[config.mk]
export PLATFORM = sky130hd
export DESIGN_NAME = serial_frame_responder
export DESIGN_NICKNAME = d
export VERILOG_FILES = /design/src/rtl/serial_frame_responder.sv
export SDC_FILE = /design/constraint.sdc
export NUM_CORES = 1
export LEC_CHECK = 0
export CORE_MARGIN = 5
export CORE_UTILIZATION = 59
export CTS_BUF_LIST = sky130_fd_sc_hd__clkbuf_8
export DETAILED_ROUTE_END_ITERATION = 10
export GPL_TIMING_DRIVEN = 1
export PLACE_DENSITY = 0.88
export SYNTH_ARGS = -nofsm -noshare
export SYNTH_HDL_FRONTEND = slang
export SYNTH_SLANG_ARGS = --single-unit
[constraint.sdc]
create_clock -name i_clk -period 5 [get_ports i_clk]
set_clock_uncertainty 0.1 [all_clocks]
set_input_delay 1 -clock i_clk [delete_from_list [all_inputs] [get_ports i_clk]]
set_output_delay 1 -clock i_clk [all_outputs]
set_load 0.005 [all_outputs]
[src/rtl/serial_frame_responder.sv]
// Target-side endpoint of the serial command frame link: captures an MSB-first
// command word, then returns an MSB-first response word, all in the i_clk domain.
module serial_frame_responder #(
    parameter int CMD_W = 8,
    parameter int RSP_W = 9,
    parameter int CNT_W = 5
) (
    input  logic             i_clk,
    input  logic             i_rst,
    input  logic             i_cs_n,
    input  logic             i_sclk,
    input  logic             i_sdi,
    output logic             o_sdo,
    output logic             o_sdoEn,
    output logic [CMD_W-1:0] o_cmd,
    output logic             o_cmdValid,
    input  logic [RSP_W-1:0] i_rspData,
    output logic             o_frameDone,
    output logic             o_frameErr,
    output logic             o_busy
);

    localparam logic [1:0] IDLE = 2'd0;
    localparam logic [1:0] CMD  = 2'd1;
    localparam logic [1:0] RSP  = 2'd2;
    localparam logic [1:0] DONE = 2'd3;

    localparam logic [CNT_W-1:0] CMD_LAST = CNT_W'(CMD_W - 1);
    localparam logic [CNT_W-1:0] RSP_LAST = CNT_W'(RSP_W - 1);

    logic [1:0]       state;
    logic             sclkQ;
    logic             csnQ;
    logic [CNT_W-1:0] cnt;
    logic [CMD_W-1:0] cmdSr;
    logic [RSP_W-1:0] rspSr;
    logic             loadPend;
    logic             firstFall;
    logic             extraRise;
    logic             sdoEn;

    logic rise;
    logic fall;
    logic csFall;
    logic csRise;

    assign rise   = i_sclk & ~sclkQ;
    assign fall   = ~i_sclk & sclkQ;
    assign csFall = ~i_cs_n & csnQ;
    assign csRise = i_cs_n & ~csnQ;

    assign o_sdoEn = sdoEn;
    assign o_sdo   = sdoEn & rspSr[RSP_W-1];
    assign o_busy  = (state != IDLE);

    always_ff @(posedge i_clk) begin
        if (i_rst) begin
            state       <= IDLE;
            sclkQ       <= 1'b1;
            csnQ        <= 1'b0;
            cnt         <= '0;
            cmdSr       <= '0;
            rspSr       <= '0;
            loadPend    <= 1'b0;
            firstFall   <= 1'b0;
            extraRise   <= 1'b0;
            sdoEn       <= 1'b0;
            o_cmd       <= '0;
            o_cmdValid  <= 1'b0;
            o_frameDone <= 1'b0;
            o_frameErr  <= 1'b0;
        end else begin
            sclkQ       <= i_sclk;
            csnQ        <= i_cs_n;
            o_cmdValid  <= 1'b0;
            o_frameDone <= 1'b0;
            o_frameErr  <= 1'b0;
            loadPend    <= 1'b0;
            case (state)
                IDLE: begin
                    if (csFall) begin
                        state <= CMD;
                        cnt   <= '0;
                    end
                end
                CMD: begin
                    if (csRise) begin
                        state      <= IDLE;
                        o_frameErr <= 1'b1;
                    end else if (rise) begin
                        cmdSr <= {cmdSr[CMD_W-2:0], i_sdi};
                        cnt   <= cnt + 1'b1;
                        if (cnt == CMD_LAST) begin
                            o_cmd      <= {cmdSr[CMD_W-2:0], i_sdi};
                            o_cmdValid <= 1'b1;
                            loadPend   <= 1'b1;
                            firstFall  <= 1'b1;
                            cnt        <= '0;
                            state      <= RSP;
                        end
                    end
                end
                RSP: begin
                    if (csRise) begin
                        state      <= IDLE;
                        o_frameErr <= 1'b1;
                        sdoEn      <= 1'b0;
                    end else begin
                        // First fall belongs to the last command bit: no shift
                        if (loadPend) begin
                            rspSr <= i_rspData;
                            sdoEn <= 1'b1;
                        end else if (fall && !firstFall) begin
                            rspSr <= {rspSr[RSP_W-2:0], 1'b0};
                        end
                        if (fall) begin
                            firstFall <= 1'b0;
                        end
                        if (rise) begin
                            cnt <= cnt + 1'b1;
                            if (cnt == RSP_LAST) begin
                                state     <= DONE;
                                sdoEn     <= 1'b0;
                                extraRise <= 1'b0;
                            end
                        end
                    end
                end
                DONE: begin
                    if (csRise) begin
                        state <= IDLE;
                        if (extraRise) begin
                            o_frameErr <= 1'b1;
                        end else begin
                            o_frameDone <= 1'b1;
                        end
                    end else if (rise) begin
                        extraRise <= 1'b1;
                    end
                end
                default: state <= IDLE;
            endcase
        end
    end

endmodule

==> summary.txt, run 1 <==
Setup path
  • Worst R2R Path Depth: 6
  • Reg2Reg Setup Slack: 2.62 ns
  • Worst Path Required: 5.12 ns
  • R2R Path End: cnt[4]$_SDFFE_PP0P_
  • Arrival @ worst endpoint: 2.94 ns
  • Worst r2r src: state[0]$_SDFFE_PP0P_
  • Crit path kind: input pin to flop
  • Critical path peak fanout: 10
  • Worst Setup Start Kind: input pin
  • CP Capture Type: flop

Global routing
  • Met2 usage: 33.2%
  • GRT met3 Usage: 7.25%
  • Vias in the first global route: 1434
  • Largest net degree at the start of global routing: 22
  • First-pass GRT wire length: 6310 um
  • Final global-route overflow total: 0
  • Met1 GRT Util: 20.9%
  • Initial antenna violation count: 0
  • GRT Util Overall: 19.6%
  • Grt peak-use layer: met2

Cells and area
  • Ant. Diodes: 0
  • Register Area: 781 um^2
  • Multi-input gate area in the final layout: 893 um^2
  • Finished Layout Cells: 248
  • Fin area: 2150 um^2
  • FILL cells: 208
  • Nets@finish: 237
  • Share of cells above drive strength 1: 6.91%
  • Area growth syn-to-layout: 22.3%

Pwr
  • Pwr/cell area: 317 nW/um^2
  • Register share of total power: 47.1%
  • Net Sw Frac: 25.7%
  • NetSw: 175 uW
  • Lkg Pwr: 0.000841 uW
  • Comb power frac: 14.2%
  • Max rail drop VDD: 270 uV
  • Clock share of power: 38.7%
  • Internal power: 507 uW
  • Power, Total: 682 uW

Die
  • Row cnt: 19
  • Die extent in x: 64.6 um
  • Core Footprint: 2810 um^2
  • Die ar.: 4170 um^2
  • Initial Util: 62.6%
  • Die height: 64.6 um
  • IO Pins: 28

Route
  • Vias per cell: 5.94
  • Post-route DRC violation count: 0
  • ANT nets after route: 0
  • First-pass detailed-route iteration total: 4
  • DRT iter0 DRCs: 70
  • Via count: 1474
  • Final wirelength: 3730 um
  • WL/cell: 15.0 um

Min path
  • Worst Hold End: rspSr[0]$_SDFFE_PP0P_
  • Worst hold stages: 2
  • HP Class: flop to flop
  • Worst Min Path Start: rspSr[0]$_SDFFE_PP0P_

Clock network
  • Clk root buf: clkbuf_8
  • Worst skew pair latency: 0.30 ns
  • H-Tree Depth: 2
  • Post-CTS sizing: 0
  • Post-CTS Hold Buffers: 0
  • Clock transition at path regs: 0.08 ns
  • CTS tree: built
  • Maximum root-to-sink buffer count: 2
  • Clk sink count: 39
  • Setup Fix Bufs, Post-CTS: 0
  • CTS buffer count: 5

STA
  • Setup_tns: 0 ns
  • Hold Vio Cnt, Final: 0
  • Slew @ Worst Pin: 0.693 ns
  • RSZ-0062 raised after global routing: false
  • Setup violators final: 0
  • Ratio of final minimum period to clock period: 56.4%
  • Fin Hold WS: 0.377 ns
  • Final min period: 2.82 ns
  • Max Freq: 355 MHz
  • Slew headroom: 53.7%
  • Max-slew violation count: 0

Run status
  • Status: finished clean

Placed design
  • Area after DPL: 2040 um^2
  • Port bufs: 27
  • Final GP Congestion: 0.905
  • Placed wire-length estimate: 2620 um
  • DP Cell Count: 240

Yosys
  • Ys async rst share: 0%
  • Ranking of synthesized cells by area: dfxtp_1 44%, mux2i_1 13%, nor2_1 6.2%, ha_1 5.0%, a211oi_1 4.7%
  • Most used DFF post-synth: dfxtp_1
  • Mapped cell area: 1760 um^2
  • Yosys warnings: 0
  • Synth Register Bits: 39
  • Synth cell types: 35
  • Synth top cells by count: 39 x dfxtp_1, 29 x nor2_1, 23 x mux2i_1
  • Yosys top cell area share: 44.4%
  • Post-synth net total: 210
  • EDFF count, synth: 0
  • Seq/Total Area, Yosys: 44.4%
  • Mapped Cells: 189
  • Mapped Avg Cell Area: 9.29 um^2
  • Most common cell in the netlist: dfxtp_1
  • Largest area contributor in the netlist: dfxtp_1

Job
  • Maxcap violations: 0
==> kinds of logic (layout without fill, tap and decap cells) <==
| kind of cell | Yosys count | after routing | share of synthesized area (%) |
|---|---|---|---|
| AOI/OAI and AO/OA | 36 | 36 | 13.5 |
| adders and majority gates | 7 | 7 | 4.99 |
| buffers and inverters | 19 | 47 | 4.70 |
| DFF | 39 | 39 | 44.4 |
| muxes | 23 | 23 | 13.1 |
| and+or+nand+nor | 65 | 65 | 19.2 |
==> registers in the layout, indices dropped and copies added (netlist names) <==
register / count
o_frameErr: 1
extraRise: 1
cnt: 5
cmdSr: 7
firstFall: 1
loadPend: 1
o_cmd: 8
sclkQ: 1
rspSr: 9
csnQ: 1
state: 2
o_frameDone: 1
o_sdoEn: 1
==> per-layer routing <==
metal  share of wire (%)  wire (um)
met4                 2.3         87
met3                 5.9        222
met2                  50       1860
met1                  42       1560
met5                   0          0
==> layout by cell type (no fill, tap or decap), types with 2 or more instances in the layout <==
master and count:
nor3_1 2, or4_1 3, nand3_1 2, o21ai_0 5, or2_2 2, nand2_1 8, and2_1 2, a31oi_1 4
clkbuf_8 5, nand2b_1 3, mux2i_1 23, nor4_1 2, or3_1 2, buf_4 2, clkdlybuf4s50_1 27, nand4bb_1 2
nor2_1 29, a211oi_1 11, ha_1 7, dfxtp_1 39, inv_1 10, a21oi_1 11
==> through the flow <==
step / utilization (%) / setup slack (ns)
3_3_place_gp: 72.6 / 1.96
4_1_cts: 76.6 / 2.21
6_report: 76.6 / 2.18
5_1_grt: 76.6 / 2.09
3_5_place_dp: 72.6 / 1.90
2_1_floorplan: - / 2.56
==> critical path: stages <==
cell	delay [ns]
clkdlybuf4s50_1	0.55
and2b_1	0.24
nand2_1	0.11
a211o_4	0.39
or4_1	0.50
a21oi_1	0.14
==> cell type report <==
cell class	instances	share of cell area, %
clock buffers	5	3.20
clock inverters	3	2.04
inverters	10	1.75
multi-input cells	131	41.6
flip-flops and latches	39	36.3
well taps	31	1.81
repair buffers	29	13.3
==> power groups by stage <==
stage / logic, uW / registers [uW] / clock network, uW
3_5_place_dp: 93.7 / 328 / 0
6_report: 96.6 / 321 / 264
2_1_floorplan: 64.3 / 327 / 0
4_1_cts: 95.2 / 321 / 269
3_3_place_gp: 90.7 / 328 / 0
5_1_grt: 104 / 322 / 289
==> worst max path at each step <==
stage	start	endpoint	slack [ns]
after floorplan	i_cs_n	cnt[4]$_SDFFE_PP0P_	2.56
after global placement	i_sclk	cnt[4]$_SDFFE_PP0P_	1.96
after detailed placement	i_sclk	cnt[4]$_SDFFE_PP0P_	1.90
after CTS	i_sclk	cnt[4]$_SDFFE_PP0P_	2.21
after global routing	i_sclk	cnt[3]$_SDFFE_PP0P_	2.09
final	i_sclk	cnt[4]$_SDFFE_PP0P_	2.18
Power figures use the tool's default switching activity.
==> inputs of run 2 (changes only) <==
Settings changed: CORE_UTILIZATION 59 to 55, PLACE_DENSITY 0.88 to 0.83.
Clock period 5 ns to 2.9 ns, I/O delays scaled along.
==> run 2 against run 1 <==
Against the previous run: setup slack worse by 1.7 ns; count of clock-buffer cells in the layout did not move; critical path type is now flop to flop; critical endpoint unchanged; final area increased by 1.5%; hold slack worse by 0.0029 ns; sequential power up 72%; cell count is 6.0% higher; non-clock buffer count up 2; flip-flop and latch count unchanged; critical path depth did not move.
==> summary.txt, run 2 (same netlist as run 1, synthesis figures left out) <==
Pwr
  • Register share of total power: 47.5%
  • Lkg Pwr: 0.000851 uW
  • Internal power: 874 uW
  • Max rail drop VDD: 398 uV
  • Clock share of power: 38.5%
  • Pwr/cell area: 535 nW/um^2
  • NetSw: 291 uW
  • Comb power frac: 14.0%
  • Net Sw Frac: 25.0%

Route
  • Via count: 1410
  • Vias per cell: 5.36
  • Final wirelength: 3680 um
  • WL/cell: 14.0 um
  • First-pass detailed-route iteration total: 4
  • ANT nets after route: 0
  • DRT iter0 DRCs: 78
  • Post-route DRC violation count: 0

Global routing
  • Final global-route overflow total: 0
  • First-pass GRT wire length: 6440 um
  • Largest net degree at the start of global routing: 40
  • Vias in the first global route: 1440
  • Initial antenna violation count: 0
  • GRT Util Overall: 19.1%

STA
  • Max-slew violation count: 0
  • Setup_tns: 0 ns
  • Max Freq: 422 MHz
  • Setup violators final: 0
  • RSZ-0062 raised after global routing: false
  • Hold Vio Cnt, Final: 0
  • Slew @ Worst Pin: 0.384 ns
  • Slew headroom: 74.4%
  • Final min period: 2.37 ns
  • Ratio of final minimum period to clock period: 81.7%

Setup path
  • Worst Setup Start Kind: flop
  • Crit path kind: flop to flop
  • CP Capture Type: flop
  • Worst Path Required: 3.03 ns
  • Critical path peak fanout: 10
  • Arrival @ worst endpoint: 2.50 ns

Cells and area
  • Area growth syn-to-layout: 24.1%
  • Top flop regs: rspSr (9), o_cmd (8), cmdSr (7)
  • Ant. Diodes: 0
  • Nets@finish: 239
  • Register Area: 781 um^2
  • Commonest non-fill, non-tap cell in the layout: dfxtp_1
  • Multi-input gate area in the final layout: 893 um^2
  • Reg with most FFs: rspSr
  • Commonest cells after routing, fill and taps aside: 39 x dfxtp_1, 29 x nor2_1, 27 x clkdlybuf4s50_1
  • Max reg flops: 9
  • Finished Layout Cells: 263
  • Share of cells above drive strength 1: 7.76%
  • FILL cells: 261

Die
  • IO Pins: 28
  • Die ar.: 4420 um^2
  • Initial Util: 57.5%
  • Core Footprint: 3050 um^2
  • Die extent in x: 66.5 um
  • Die height: 66.5 um
  • Row cnt: 20

Placed design
  • Placed wire-length estimate: 2600 um
  • DP Cell Count: 255
  • Final GP Congestion: 0.925
  • Port bufs: 27

Clock network
  • H-Tree Depth: 2
  • Setup Fix Bufs, Post-CTS: 0
  • Clk root buf: clkbuf_8
  • Post-CTS Hold Buffers: 0
  • CTS buffer count: 5
  • CTS tree: built
  • Post-CTS sizing: 0
  • Worst skew pair latency: 0.29 ns
  • Maximum root-to-sink buffer count: 2
  • Clk sink count: 39
  • Clock transition at path regs: 0.07 ns

Job
  • Maxcap violations: 0

Min path
  • HP Class: flop to flop

Run status
  • Status: finished clean
## run 2: routing by layer
| layer | vias to the layer above | share of wire, % | global-route usage, % |
|---|---|---|---|
| met5 | - | 0 | 0 |
| met4 | 0 | 1.8 | 9.14 |
| met3 | 7 | 3.7 | 5.23 |
| met2 | 27 | 50 | 31.6 |
| met1 | 649 | 45 | 22.7 |
| li1 | 727 | - | - |
## run 2: path summary, 6_finish.rpt
| path | slack, ns | to | cells after the start | startpoint |
|---|---|---|---|---|
| setup / recovery | 0.53 | cnt[4]$_SDFFE_PP0P_ | 6 | state[0]$_SDFFE_PP0P_ |
| hold / removal | 0.37 | rspSr[0]$_SDFFE_PP0P_ | 2 | rspSr[0]$_SDFFE_PP0P_ |
| setup reg to reg | 0.53 | cnt[4]$_SDFFE_PP0P_ | 6 | state[0]$_SDFFE_PP0P_ |
| hold reg to reg | 0.37 | rspSr[0]$_SDFFE_PP0P_ | 2 | rspSr[0]$_SDFFE_PP0P_ |
## run 2: layout make-up
| type | instances | area share (%) |
|---|---|---|
| clock buffers | 5 | 3.16 |
| clock inverters | 3 | 2.01 |
| inverters | 10 | 1.72 |
| multi-input cells | 131 | 41.0 |
| flip-flops and latches | 39 | 35.8 |
| well taps | 44 | 2.53 |
| repair buffers | 31 | 13.8 |
## run 2: metrics by stage
step	cell area (um^2)	utilization (%)	setup WS [ns]	hold WS, ns	power (uW)
2_1_floorplan	1760	-	0.713	0.345	675
6_report	2180	71.4	0.530	0.374	1170
5_1_grt	2180	71.4	0.380	0.418	1220
3_3_place_gp	2070	67.7	0.309	0.360	724
3_5_place_dp	2070	67.7	0.248	0.366	728
4_1_cts	2180	71.4	0.538	0.379	1170
## run 2: power by group through the flow
stage | Clock, uW | Combinational [uW] | Sequential (uW)
floorplan | 0 | 111 | 564
CTS | 457 | 163 | 553
global placement | 0 | 159 | 565
global route | 486 | 182 | 555
detailed placement | 0 | 162 | 566
finish | 448 | 163 | 553
## run 2: worst max-delay path, cell delays in order, from the launching register on
cell and delay, ns:
dfxtp_1 0.38, inv_1 0.11, ha_1 0.34, or2_4 0.33
a211o_4 0.38, or4_1 0.52, a21oi_1 0.15
